**config.mk**
```make
export PLATFORM = sky130hd
export DESIGN_NAME = axilite_slave_regs
export DESIGN_NICKNAME = d
export VERILOG_FILES = /design/src/rtl/axilite_slave_regs.sv
export SDC_FILE = /design/constraint.sdc
export NUM_CORES = 1
export LEC_CHECK = 0
export BUFFER_PORTS_ARGS = -buffer_cell sky130_fd_sc_hd__buf_2
export CORE_AREA = 2 2 243 245
export DETAILED_ROUTE_END_ITERATION = 7
export DIE_AREA = 0 0 245 247
export HOLD_SLACK_MARGIN = 0.02
export PLACE_DENSITY = 0.72
export SLEW_MARGIN = 30
export SYNTH_ARGS = -nofsm -noshare
export SYNTH_HDL_FRONTEND = slang
export SYNTH_SLANG_ARGS = --single-unit
```
**constraint.sdc**
```tcl
create_clock -name clk -period 5.9 [get_ports clk]
set_input_delay 0.295 -clock clk [delete_from_list [all_inputs] [get_ports clk]]
set_output_delay 0.295 -clock clk [all_outputs]
set_load 0.1 [all_outputs]
```
**src/rtl/axilite_slave_regs.sv**
```systemverilog
// axilite_slave_regs: AXI4-Lite slave register file for the action-side MMIO path.
// Register map: 0x00 CONTROL (START, IRQ_EN), 0x04 STATUS (BUSY, sticky DONE),
// 0x08 and up user registers with byte strobes. Out-of-range indices give SLVERR.
// Optional feature macro: AXILITE_SLAVE_IRQ_EN builds the IRQ_EN bit and the irq flop.
`timescale 1ns/1ps
module axilite_slave_regs #(
    parameter int ADDR_W   = 12,
    parameter int NUM_REGS = 16
) (
    input  logic                         clk,
    input  logic                         resetn,
    input  logic [ADDR_W-1:0]            s_axi_awaddr,
    input  logic [2:0]                   s_axi_awprot,
    input  logic                         s_axi_awvalid,
    output logic                         s_axi_awready,
    input  logic [31:0]                  s_axi_wdata,
    input  logic [3:0]                   s_axi_wstrb,
    input  logic                         s_axi_wvalid,
    output logic                         s_axi_wready,
    output logic [1:0]                   s_axi_bresp,
    output logic                         s_axi_bvalid,
    input  logic                         s_axi_bready,
    input  logic [ADDR_W-1:0]            s_axi_araddr,
    input  logic [2:0]                   s_axi_arprot,
    input  logic                         s_axi_arvalid,
    output logic                         s_axi_arready,
    output logic [31:0]                  s_axi_rdata,
    output logic [1:0]                   s_axi_rresp,
    output logic                         s_axi_rvalid,
    input  logic                         s_axi_rready,
    output logic                         act_start,
    input  logic                         act_busy,
    input  logic                         act_done,
    output logic [(NUM_REGS-2)*32-1:0]   user_regs,
    output logic                         irq
);
    localparam int         IDX_W       = ADDR_W - 2;
    localparam logic [1:0] RESP_OKAY   = 2'b00;
    localparam logic [1:0] RESP_SLVERR = 2'b10;

    typedef enum logic [1:0] {W_IDLE, W_GOTA, W_GOTW, W_RESP} w_state_t;
    typedef enum logic       {R_IDLE, R_DATA} r_state_t;

    w_state_t                  w_state, w_next;
    r_state_t                  r_state, r_next;
    logic                      out_of_reset;
    logic                      aw_hs, w_hs, ar_hs, wr_commit;
    logic [ADDR_W-1:0]         aw_addr_q, wr_addr;
    logic [31:0]               w_data_q, wr_data, rd_word;
    logic [3:0]                w_strb_q, wr_strb;
    logic [IDX_W-1:0]          wr_idx, rd_idx;
    logic                      wr_ok, rd_ok, status_rd;
    logic [NUM_REGS-3:0][31:0] user_q;
    logic                      done_q, irq_en_rd;
    logic                      unused_ok;

    // Readies stay low until the first edge after reset release.
    // NOTE: sequential state uses non-blocking <= so every flop samples pre-edge values.
    always_ff @(posedge clk or negedge resetn) begin
        if (!resetn) out_of_reset <= 1'b0;
        else         out_of_reset <= 1'b1;
    end

    // Write FSM state register.
    always_ff @(posedge clk or negedge resetn) begin
        if (!resetn) w_state <= W_IDLE;
        else         w_state <= w_next;
    end

    // Write FSM next state, readies and commit strobe.
    // NOTE: every output gets a default first so no path through the case infers a latch.
    always_comb begin
        w_next        = w_state;
        s_axi_awready = 1'b0;
        s_axi_wready  = 1'b0;
        wr_commit     = 1'b0;
        case (w_state)
            W_IDLE: begin
                s_axi_awready = out_of_reset;
                s_axi_wready  = out_of_reset;
                if (out_of_reset && s_axi_awvalid && s_axi_wvalid) begin
                    wr_commit = 1'b1;
                    w_next    = W_RESP;
                end else if (out_of_reset && s_axi_awvalid) begin
                    w_next = W_GOTA;
                end else if (out_of_reset && s_axi_wvalid) begin
                    w_next = W_GOTW;
                end
            end
            W_GOTA: begin
                s_axi_wready = 1'b1;
                if (s_axi_wvalid) begin
                    wr_commit = 1'b1;
                    w_next    = W_RESP;
                end
            end
            W_GOTW: begin
                s_axi_awready = 1'b1;
                if (s_axi_awvalid) begin
                    wr_commit = 1'b1;
                    w_next    = W_RESP;
                end
            end
            W_RESP: if (s_axi_bready) w_next = W_IDLE;
            default: w_next = W_IDLE;
        endcase
    end

    assign aw_hs        = s_axi_awvalid & s_axi_awready;
    assign w_hs         = s_axi_wvalid & s_axi_wready;
    assign s_axi_bvalid = (w_state == W_RESP);

    // Hold whichever half of the write arrived first.
    always_ff @(posedge clk or negedge resetn) begin
        if (!resetn) begin
            aw_addr_q <= '0;
            w_data_q  <= '0;
            w_strb_q  <= '0;
        end else begin
            if (aw_hs) aw_addr_q <= s_axi_awaddr;
            if (w_hs) begin
                w_data_q <= s_axi_wdata;
                w_strb_q <= s_axi_wstrb;
            end
        end
    end

    assign wr_addr = (w_state == W_GOTA) ? aw_addr_q : s_axi_awaddr;
    assign wr_data = (w_state == W_GOTW) ? w_data_q  : s_axi_wdata;
    assign wr_strb = (w_state == W_GOTW) ? w_strb_q  : s_axi_wstrb;
    assign wr_idx  = wr_addr[ADDR_W-1:2];
    assign wr_ok   = int'(wr_idx) < NUM_REGS;

    // Commit writes: user registers per byte, start pulse, write response code.
    // NOTE: the register array is reset because software expects every register to read 0.
    always_ff @(posedge clk or negedge resetn) begin
        if (!resetn) begin
            user_q      <= '0;
            act_start   <= 1'b0;
            s_axi_bresp <= RESP_OKAY;
        end else begin
            act_start <= 1'b0;
            if (wr_commit) begin
                s_axi_bresp <= wr_ok ? RESP_OKAY : RESP_SLVERR;
                if (wr_idx == '0) act_start <= wr_strb[0] & wr_data[0];
                for (int k = 0; k < NUM_REGS - 2; k++) begin
                    if (int'(wr_idx) == k + 2) begin
                        for (int b = 0; b < 4; b++) begin
                            if (wr_strb[b]) user_q[k][8*b +: 8] <= wr_data[8*b +: 8];
                        end
                    end
                end
            end
        end
    end

    assign user_regs = user_q;

    // Read FSM state register.
    always_ff @(posedge clk or negedge resetn) begin
        if (!resetn) r_state <= R_IDLE;
        else         r_state <= r_next;
    end

    // Read FSM next state and address ready.
    always_comb begin
        r_next        = r_state;
        s_axi_arready = 1'b0;
        case (r_state)
            R_IDLE: begin
                s_axi_arready = out_of_reset;
                if (out_of_reset && s_axi_arvalid) r_next = R_DATA;
            end
            R_DATA: if (s_axi_rready) r_next = R_IDLE;
            default: r_next = R_IDLE;
        endcase
    end

    assign ar_hs        = s_axi_arvalid & s_axi_arready;
    assign s_axi_rvalid = (r_state == R_DATA);
    assign rd_idx       = s_axi_araddr[ADDR_W-1:2];
    assign rd_ok        = int'(rd_idx) < NUM_REGS;
    assign status_rd    = ar_hs & (rd_idx == IDX_W'(1));

    // Read mux over pre-edge register values; out-of-range indices read 0.
    always_comb begin
        rd_word = '0;
        if (rd_idx == '0) begin
            rd_word = {30'd0, irq_en_rd, 1'b0};
        end else if (rd_idx == IDX_W'(1)) begin
            rd_word = {30'd0, done_q, act_busy};
        end else begin
            for (int k = 0; k < NUM_REGS - 2; k++) begin
                if (int'(rd_idx) == k + 2) rd_word = user_q[k];
            end
        end
    end

    // Capture read data and response at the AR handshake; held until rready.
    always_ff @(posedge clk or negedge resetn) begin
        if (!resetn) begin
            s_axi_rdata <= '0;
            s_axi_rresp <= RESP_OKAY;
        end else if (ar_hs) begin
            s_axi_rdata <= rd_word;
            s_axi_rresp <= rd_ok ? RESP_OKAY : RESP_SLVERR;
        end
    end

    // Sticky DONE: a new done pulse wins over a same-edge clear-on-read.
    always_ff @(posedge clk or negedge resetn) begin
        if (!resetn) done_q <= 1'b0;
        else         done_q <= act_done | (done_q & ~status_rd);
    end

`ifdef AXILITE_SLAVE_IRQ_EN
    logic irq_en_q;
    logic irq_q;

    // IRQ_EN control bit, written through byte lane 0 of CONTROL.
    always_ff @(posedge clk or negedge resetn) begin
        if (!resetn)                                      irq_en_q <= 1'b0;
        else if (wr_commit && wr_idx == '0 && wr_strb[0]) irq_en_q <= wr_data[1];
    end

    // Registered interrupt level, one cycle behind DONE.
    always_ff @(posedge clk or negedge resetn) begin
        if (!resetn) irq_q <= 1'b0;
        else         irq_q <= irq_en_q & done_q;
    end

    assign irq       = irq_q;
    assign irq_en_rd = irq_en_q;
`else
    assign irq       = 1'b0;
    assign irq_en_rd = 1'b0;
`endif

    assign unused_ok = ^{s_axi_awprot, s_axi_arprot, wr_addr[1:0], s_axi_araddr[1:0]};
endmodule

```
==> out/metrics.sh, run 1 <==
HOLDPATHEND='s_axi_rdata[0]'
CLOCK_SINKS=534
FINAL-SETUP-VIOL-COUNT=0
DETAILED_ROUTING_ITERATION_COUNT_FOR_THE_PRE_ANTENNA_REPAIR_PASS=8
GRT-OVFL-TOTAL=0
DIE_W_UM=245
MIN_PATH_CELLS=3
FINAL_HOLD_VIOL_COUNT=0
GRT_SETUP_UNREPAIRED='no'
DETAILED_PLACE.AREA_UM2=28800
SYNTH-ASYNC-RESET-RATIO_PCT=100
FIN_TOTAL_PWR_mW=10.9
NETLIST-CELL-TYPE-COUNT=72
DIE_Y_UM=247
WORST_HOLD_STARTPOINT='act_busy'
COUNT_OF_FLIP_FLOPS_WITH_A_BUILT_IN_ENABLE_AFTER_SYNTHESIS=0
GRT_PASS1_VIAS=21172
MAX_CAP_VIOLS=0
WIRELENGTH_ROUTED_MM=106
MOST-COMMON-LAYOUT-CELLS='549 x sky130_fd_sc_hd__buf_2, 534 x sky130_fd_sc_hd__dfrtp_1, 532 x sky130_fd_sc_hd__mux2_2'
WORST_SKEW_LATE_LATENCY_NS=0.61
TNS_NS=0
CRITPATHREQUIREDTIME_NS=6.38
LAYOUT.CELLS.MOST_COMMON='sky130_fd_sc_hd__buf_2'
GRTUSAGETOTAL_PCT=33.9
POWER-PER-CELL-AREA_nW_PER_UM2=347
CP-END-KIND='flop'
CTSLONGESTPATHBUFFERS=3
SLEW_VIOL_FINAL=0
YOSYSWARNINGS=0
GR_UTIL_MET2_PCT=50.6
FINCLKSKEW_NS=0.0211
HTREEDEPTH=2
LARGEST_NET_DEGREE_AT_THE_START_OF_GLOBAL_ROUTING=187
FINAL_ROUTED_WIRE_LENGTH_DIVIDED_BY_CELL_COUNT_UM=30.7
STD_CELL_ROWS=89
FLOW.AREA_GROWTH_FROM_SYNTHESIS_PCT=24.3
SYNTHESIS.AREA_PER_INSTANCE_UM2=12.3
FMAXACHIEVABLE_MHz=266
GRT_USE_MET3_PCT=9.72
CLK_PIN_SLEW_WORST_PATHS_NS=0.06
TIMING.MAX_SLEW.REL_SLACK_PCT=30.3
IO_PINS=566
CTS_RESIZED=0
FIN_AREA_UM2=31400
DP.CELLS=3291
YS_SEQ_AREA_SHARE_PCT=52.9
POWER.IR.VDD_WORST_mV=0.523
CTS_MADE_BUFFERS=57
HPWL_MM=76.0
POST_ROUTE_CELLS_DRIVE_ABOVE_1_SHARE_PCT=48.8
CRIT_PATH_MAX_FANOUT=11
VIA_COUNT=21469
VIA_PER_INST=6.23
YS_FF_LATCH=534
POSTSYNTHCELLCOUNT=2061
DOMINANTREGCELLSYNTH='sky130_fd_sc_hd__dfrtp_1'
RR_WORST_DEPTH=8
RR_ENDPOINT='user_regs[348]'
CELL_AREA_AFTER_TECHNOLOGY_MAPPING_UM2=25300
TOP_USAGE_LAYER='met2'
IO_BUFFER_COUNT=552
R2R_START='w_state[1]'
WORST_EP_ARRIVAL_TIME_NS=4.24
CTS-ROOT-BUF='sky130_fd_sc_hd__clkbuf_16'
USE_MET1_PCT=45.8
REMAINING_DRC_ERRORS=0
DRT_ITER0_DRCS=2518
REG2REG_SLACK_NS=2.14
P_LEAK_nW=16.4
FIN_NETS=2706
ROUTABILITYCONGESTION=0.938
GRT_FIRST_PASS_WIRELENGTH_MM=149
ANTENNA_FOUND_INITIAL=3
CORE_FOOTPRINT_UM2=58200
SETUP.WORST_PATH.START_CLASS='flop'
WORST_PIN_SLEW_NS=1.04
DIE_AREA_UM2=60500
CLOCK_TREE_FROM_TRITONCTS='built'
FINALWORSTPATHREQUIREDPERIOD_NS=3.76
HOLDCRITPATHCLASS='in -> reg'
ANTENNA_VIOLATING_NETS_POST_ROUTE=0
TIMING.SETUP.CRITICAL_PATH_CLASS='reg -> reg'
FINAL_CRITICAL_PATH_SHARE_OF_THE_CLOCK_PERIOD_PCT=63.7
FINAL_CORE_UTILIZATION_PCT=53.9
FLOORPLAN.INITIALDENSITY_PCT=43.4
LAYOUT.CELLS.NON_FILLER=3447
RUN_STATUS='complete, no violations'
==> what timing repair did <==
action	CTS	global route
hold endpoints to repair	139	0
hold buffers	49	0
setup buffers	0	0
==> state kept, by name (all words and copies together) (netlist names) <==
name          cells
out_of_reset      1
done_q            1
user_regs       448
s_axi_rvalid      1
s_axi_bresp       1
s_axi_rdata      32
act_start         1
s_axi_rresp       1
w_data_q         32
w_state           2
w_strb_q          4
aw_addr_q        10
==> worst max-delay path by stage <==
stage                     from  slack (ns)  cells after the start              end
6_report            w_state[1]        2.14                      8   user_regs[348]
5_1_grt             w_state[1]        1.97                      8   user_regs[348]
2_1_floorplan     s_axi_rvalid        2.26                      7   s_axi_rdata[4]
3_5_place_dp        w_state[1]        2.21                      8   user_regs[397]
4_1_cts             w_state[1]        2.20                      8   user_regs[348]
3_3_place_gp   s_axi_araddr[4]        2.24                      9  s_axi_rdata[28]
==> synthesized netlist by cell type, types with 14 or more instances <==
cell type / instances / area share [%]
sky130_fd_sc_hd__buf_2: 29 / 0.57
sky130_fd_sc_hd__dfrtp_1: 534 / 53
sky130_fd_sc_hd__o21ai_0: 125 / 2.5
sky130_fd_sc_hd__a21oi_1: 113 / 2.2
sky130_fd_sc_hd__nand2_1: 79 / 1.2
sky130_fd_sc_hd__o22ai_1: 23 / 0.57
sky130_fd_sc_hd__a22o_1: 19 / 0.66
sky130_fd_sc_hd__o211ai_1: 28 / 0.83
sky130_fd_sc_hd__nand2_2: 48 / 1.2
sky130_fd_sc_hd__inv_1: 14 / 0.21
sky130_fd_sc_hd__buf_1: 17 / 0.25
sky130_fd_sc_hd__clkbuf_1: 93 / 1.4
sky130_fd_sc_hd__a22oi_1: 21 / 0.62
sky130_fd_sc_hd__a221oi_1: 22 / 0.76
sky130_fd_sc_hd__mux2_2: 532 / 24
sky130_fd_sc_hd__nor2_1: 84 / 1.2
sky130_fd_sc_hd__mux2i_1: 46 / 1.8
sky130_fd_sc_hd__nor3_1: 30 / 0.59
==> per-layer routing <==
metal	vias to the layer above	routed length, um
met3	287	11200
met5	-	27
met1	10996	42300
met4	4	5290
met2	1408	46800
li1	8774	-
==> where the power goes <==
part | total (mW) | internal (mW) | switching [mW]
Combinational | 2.81 | 0.653 | 2.16
Sequential | 4.13 | 3.94 | 0.189
Clock | 3.96 | 2.40 | 1.56
Total | 10.9 | 6.99 | 3.91
==> layout make-up <==
cell class | count | area [um^2]
Multi-Input combinational cell | 1372 | 11300
Fill cell | 4975 | 26800
Tap cell | 773 | 967
Timing Repair Buffer | 647 | 3670
Clock buffer | 79 | 1670
Antenna cell | 2 | 5.00
Inverter | 15 | 56.3
Sequential cell | 534 | 13400
Clock inverter | 25 | 382
==> through the flow <==
stage | hold WS [ns] | worst slack [ns]
after floorplan | -0.000591 | 2.26
after global placement | 0.393 | 2.24
after detailed placement | 0.400 | 2.21
after CTS | 0.0394 | 2.20
after global routing | 0.0921 | 1.97
final | 0.0629 | 2.14
==> worst max-delay path, stage by stage (launching register included) <==
cell	delay, ns
sky130_fd_sc_hd__dfrtp_1	0.41
sky130_fd_sc_hd__inv_1	0.10
sky130_fd_sc_hd__ha_1	0.54
sky130_fd_sc_hd__inv_1	0.36
sky130_fd_sc_hd__nor4_4	0.54
sky130_fd_sc_hd__o211ai_1	0.33
sky130_fd_sc_hd__nor2_1	0.61
sky130_fd_sc_hd__nand2_2	0.35
sky130_fd_sc_hd__mux2_2	0.37
==> logic make-up after synthesis <==
| logic type | Yosys count | synth area share [%] |
|---|---|---|
| flip-flops | 534 | 52.9 |
| multiplexers | 589 | 26.1 |
| other | 2 | 0.0297 |
| buffers and inverters | 157 | 2.52 |
| AND/OR/NAND/NOR | 315 | 6.34 |
| AO/OA/AOI/OAI | 460 | 11.9 |
| adder cells (fa/ha/maj) | 4 | 0.198 |
(Power assumes the default switching activity.)
==> inputs of run 2 (changes only) <==
Clock period 5.9 ns to 3.65 ns, I/O delays scaled along.
==> out/metrics.sh, run 2 (synthesis results as in run 1) <==
RUN_STATUS='complete, no violations'
SLEW_VIOL_FINAL=0  # unchanged
FINAL-SETUP-VIOL-COUNT=0  # unchanged
CLK_PIN_SLEW_WORST_PATHS_NS=0.06  # about the same
TIMING.MAX_SLEW.REL_SLACK_PCT=39.5  # +9.3 points
DIE_AREA_UM2=60500  # unchanged
CTS-ROOT-BUF='sky130_fd_sc_hd__clkbuf_16'
CTS_MADE_BUFFERS=58  # +1.8%
MAX_STAGE_DELAY_NS=0.45  # -0.16 ns
GRTUSAGETOTAL_PCT=34.0  # +0.19 points
MAX_CAP_VIOLS=0  # unchanged
FINAL_HOLD_VIOL_COUNT=0  # unchanged
ANTENNA_FOUND_INITIAL=4  # +1
DRT_ITER0_DRCS=2523  # +0.20%
STD_CELL_ROWS=89  # unchanged
GRT-OVFL-TOTAL=0  # unchanged
DIE_W_UM=245  # unchanged
CRITPATHREQUIREDTIME_NS=4.14  # -2.24 ns
ROUTABILITYCONGESTION=0.950  # +1.4%
WORST_SKEW_LATE_LATENCY_NS=0.62  # about the same
CP.BUFFERS_INVERTERS=2  # unchanged
HOLD-WORST-SLACK_NS=0.113  # +0.0497 ns
CTSLONGESTPATHBUFFERS=3  # unchanged
FLOORPLAN.INITIALDENSITY_PCT=43.4  # unchanged
HTREEDEPTH=2  # unchanged
HOLDPATHEND='w_state[0]'
FIN_AREA_UM2=31700  # +0.91%
WORST_PATH_DOMINANT_CELL_FAMILY='simple AND/OR/NAND/NOR gates'
CP-END-KIND='flop'
IO_BUFFER_COUNT=552  # unchanged
HOLDCRITPATHCLASS='in -> reg'
FINAL_ROUTED_WIRE_LENGTH_DIVIDED_BY_CELL_COUNT_UM=30.3  # -1.2%
DETAILED_ROUTING_ITERATION_COUNT_FOR_THE_PRE_ANTENNA_REPAIR_PASS=6  # -2
GRT_SETUP_UNREPAIRED='no'
SETUP.WORST_PATH.START_CLASS='flop'
LAYOUT.CELLS.MOST_COMMON='sky130_fd_sc_hd__buf_2'
FIN_NETS=2753  # +1.7%
TIMING.SETUP.CRITICAL_PATH_CLASS='reg -> reg'
FLOW.AREA_GROWTH_FROM_SYNTHESIS_PCT=25.5
CTS_HOLD_BUFFERS=52  # +6.1%
LARGEST_NET_DEGREE_AT_THE_START_OF_GLOBAL_ROUTING=106  # -43%
RR_WORST_DEPTH=8  # unchanged
FMAXACHIEVABLE_MHz=352  # +32%
DIE_Y_UM=247  # unchanged
HPWL_MM=77.5  # +2.1%
CRIT_PATH_MAX_FANOUT=10  # -1
REG2REG_SLACK_NS=0.81  # -1.33 ns
IO_PINS=566  # unchanged
R2R_START='w_state[1]'
PATH_CELLS='inv_1 -> ha_1 -> buf_4 -> nor4_4 -> o21ai_2 -> nor3_2 -> nand2_1 -> mux2_2'
FINAL_CRITICAL_PATH_SHARE_OF_THE_CLOCK_PERIOD_PCT=77.9  # +14 points
POWER-PER-CELL-AREA_nW_PER_UM2=549  # +58%
CP_SLOWEST_CELL='sky130_fd_sc_hd__nor4_4'
CTS_RESIZED=0  # unchanged
CLOCK_TREE_FROM_TRITONCTS='built'
WIRELENGTH_ROUTED_MM=106  # +0.13%
WORST_HOLD_STARTPOINT='s_axi_bready'
VIA_COUNT=21778  # +1.4%
POWER.IR.VDD_WORST_mV=1.13  # +110%
WORST_PIN_SLEW_NS=0.907  # -0.136 ns
MOST-COMMON-LAYOUT-CELLS='549 x sky130_fd_sc_hd__buf_2, 534 x sky130_fd_sc_hd__dfrtp_1, 532 x sky130_fd_sc_hd__mux2_2'
VIA_PER_INST=6.23  # about the same
RR_ENDPOINT='user_regs[39]'
GRT_FIRST_PASS_WIRELENGTH_MM=150  # +0.49%
ANTENNA_VIOLATING_NETS_POST_ROUTE=0  # unchanged
TNS_NS=0  # unchanged
REMAINING_DRC_ERRORS=0  # unchanged
WORST_EP_ARRIVAL_TIME_NS=3.34  # -0.90 ns
MAX_FFS_PER_REGISTER=448  # unchanged
FINALWORSTPATHREQUIREDPERIOD_NS=2.84  # -0.918 ns
MIN_PATH_CELLS=4  # +1
CLOCK_SINKS=534  # unchanged
DETAILED_PLACE.AREA_UM2=29200  # +1.2%
P_LEAK_nW=16.6  # +1.1%
POSTCTSSETUPBUFFERS=0  # unchanged
FINCLKSKEW_NS=0.0166  # -0.00451 ns
POST_ROUTE_CELLS_DRIVE_ABOVE_1_SHARE_PCT=49.2  # +0.31 points
CORE_FOOTPRINT_UM2=58200  # unchanged
GRT_PASS1_VIAS=21114  # -0.27%
[run 2: where the power goes]
group	leakage (nW)	total, mW	switching (mW)	internal, mW
Clock	0.978	6.17	2.48	3.69
Combinational	8.31	4.57	3.49	1.08
Sequential	7.32	6.67	0.306	6.37
[run 2: cell type report]
class                           count  area [um^2]
Timing Repair Buffer              693         4030
Antenna cell                        3         7.51
Fill cell                        4974        26500
Clock buffer                       86         1740
Inverter                           15         56.3
Clock inverter                     18          245
Tap cell                          773          967
Multi-Input combinational cell   1372        11300
Sequential cell                   534        13400
[run 2: worst max-delay path by stage]
| stage | slack, ns | from | to | cells past startpoint |
|---|---|---|---|---|
| 5_1_grt | 0.61 | w_state[1] | user_regs[102] | 8 |
| 3_5_place_dp | 0.81 | s_axi_araddr[4] | s_axi_rdata[28] | 9 |
| 3_3_place_gp | 0.88 | s_axi_araddr[4] | s_axi_rdata[26] | 7 |
| 4_1_cts | 0.82 | w_state[1] | user_regs[126] | 8 |
| 6_report | 0.81 | w_state[1] | user_regs[39] | 8 |
| 2_1_floorplan | 0.009 | s_axi_rvalid | s_axi_rdata[4] | 7 |
[run 2: worst reg2reg max path: stages (launching register included)]
cell,delay (ns)
sky130_fd_sc_hd__dfrtp_1,0.40
sky130_fd_sc_hd__inv_1,0.10
sky130_fd_sc_hd__ha_1,0.21
sky130_fd_sc_hd__buf_4,0.19
sky130_fd_sc_hd__nor4_4,0.45
sky130_fd_sc_hd__o21ai_2,0.16
sky130_fd_sc_hd__nor3_2,0.38
sky130_fd_sc_hd__nand2_1,0.43
sky130_fd_sc_hd__mux2_2,0.42
[run 2: metrics by stage]
step / total power, mW / util (%) / setup WS (ns) / cells
floorplan: 9.82 / - / 0.00904 / 2063
global placement: 11.1 / 50.1 / 0.880 / 3335
detailed placement: 11.2 / 50.1 / 0.814 / 3335
CTS: 17.4 / 54.4 / 0.821 / 3491
global route: 17.9 / 54.4 / 0.613 / 3492
finish: 17.4 / 54.4 / 0.808 / 3494
[run 2: routing by layer]
layer  GRT usage, %  part of all wire, %  routed length [um]  up-vias
li1               -                    -                   -     8901
met1           45.7                   40               42300    11081
met2           50.7                   44               46400     1484
met3           10.8                   11               11600      306
met4           14.3                  5.1                5420        6
met5           1.06                0.080                  85        -
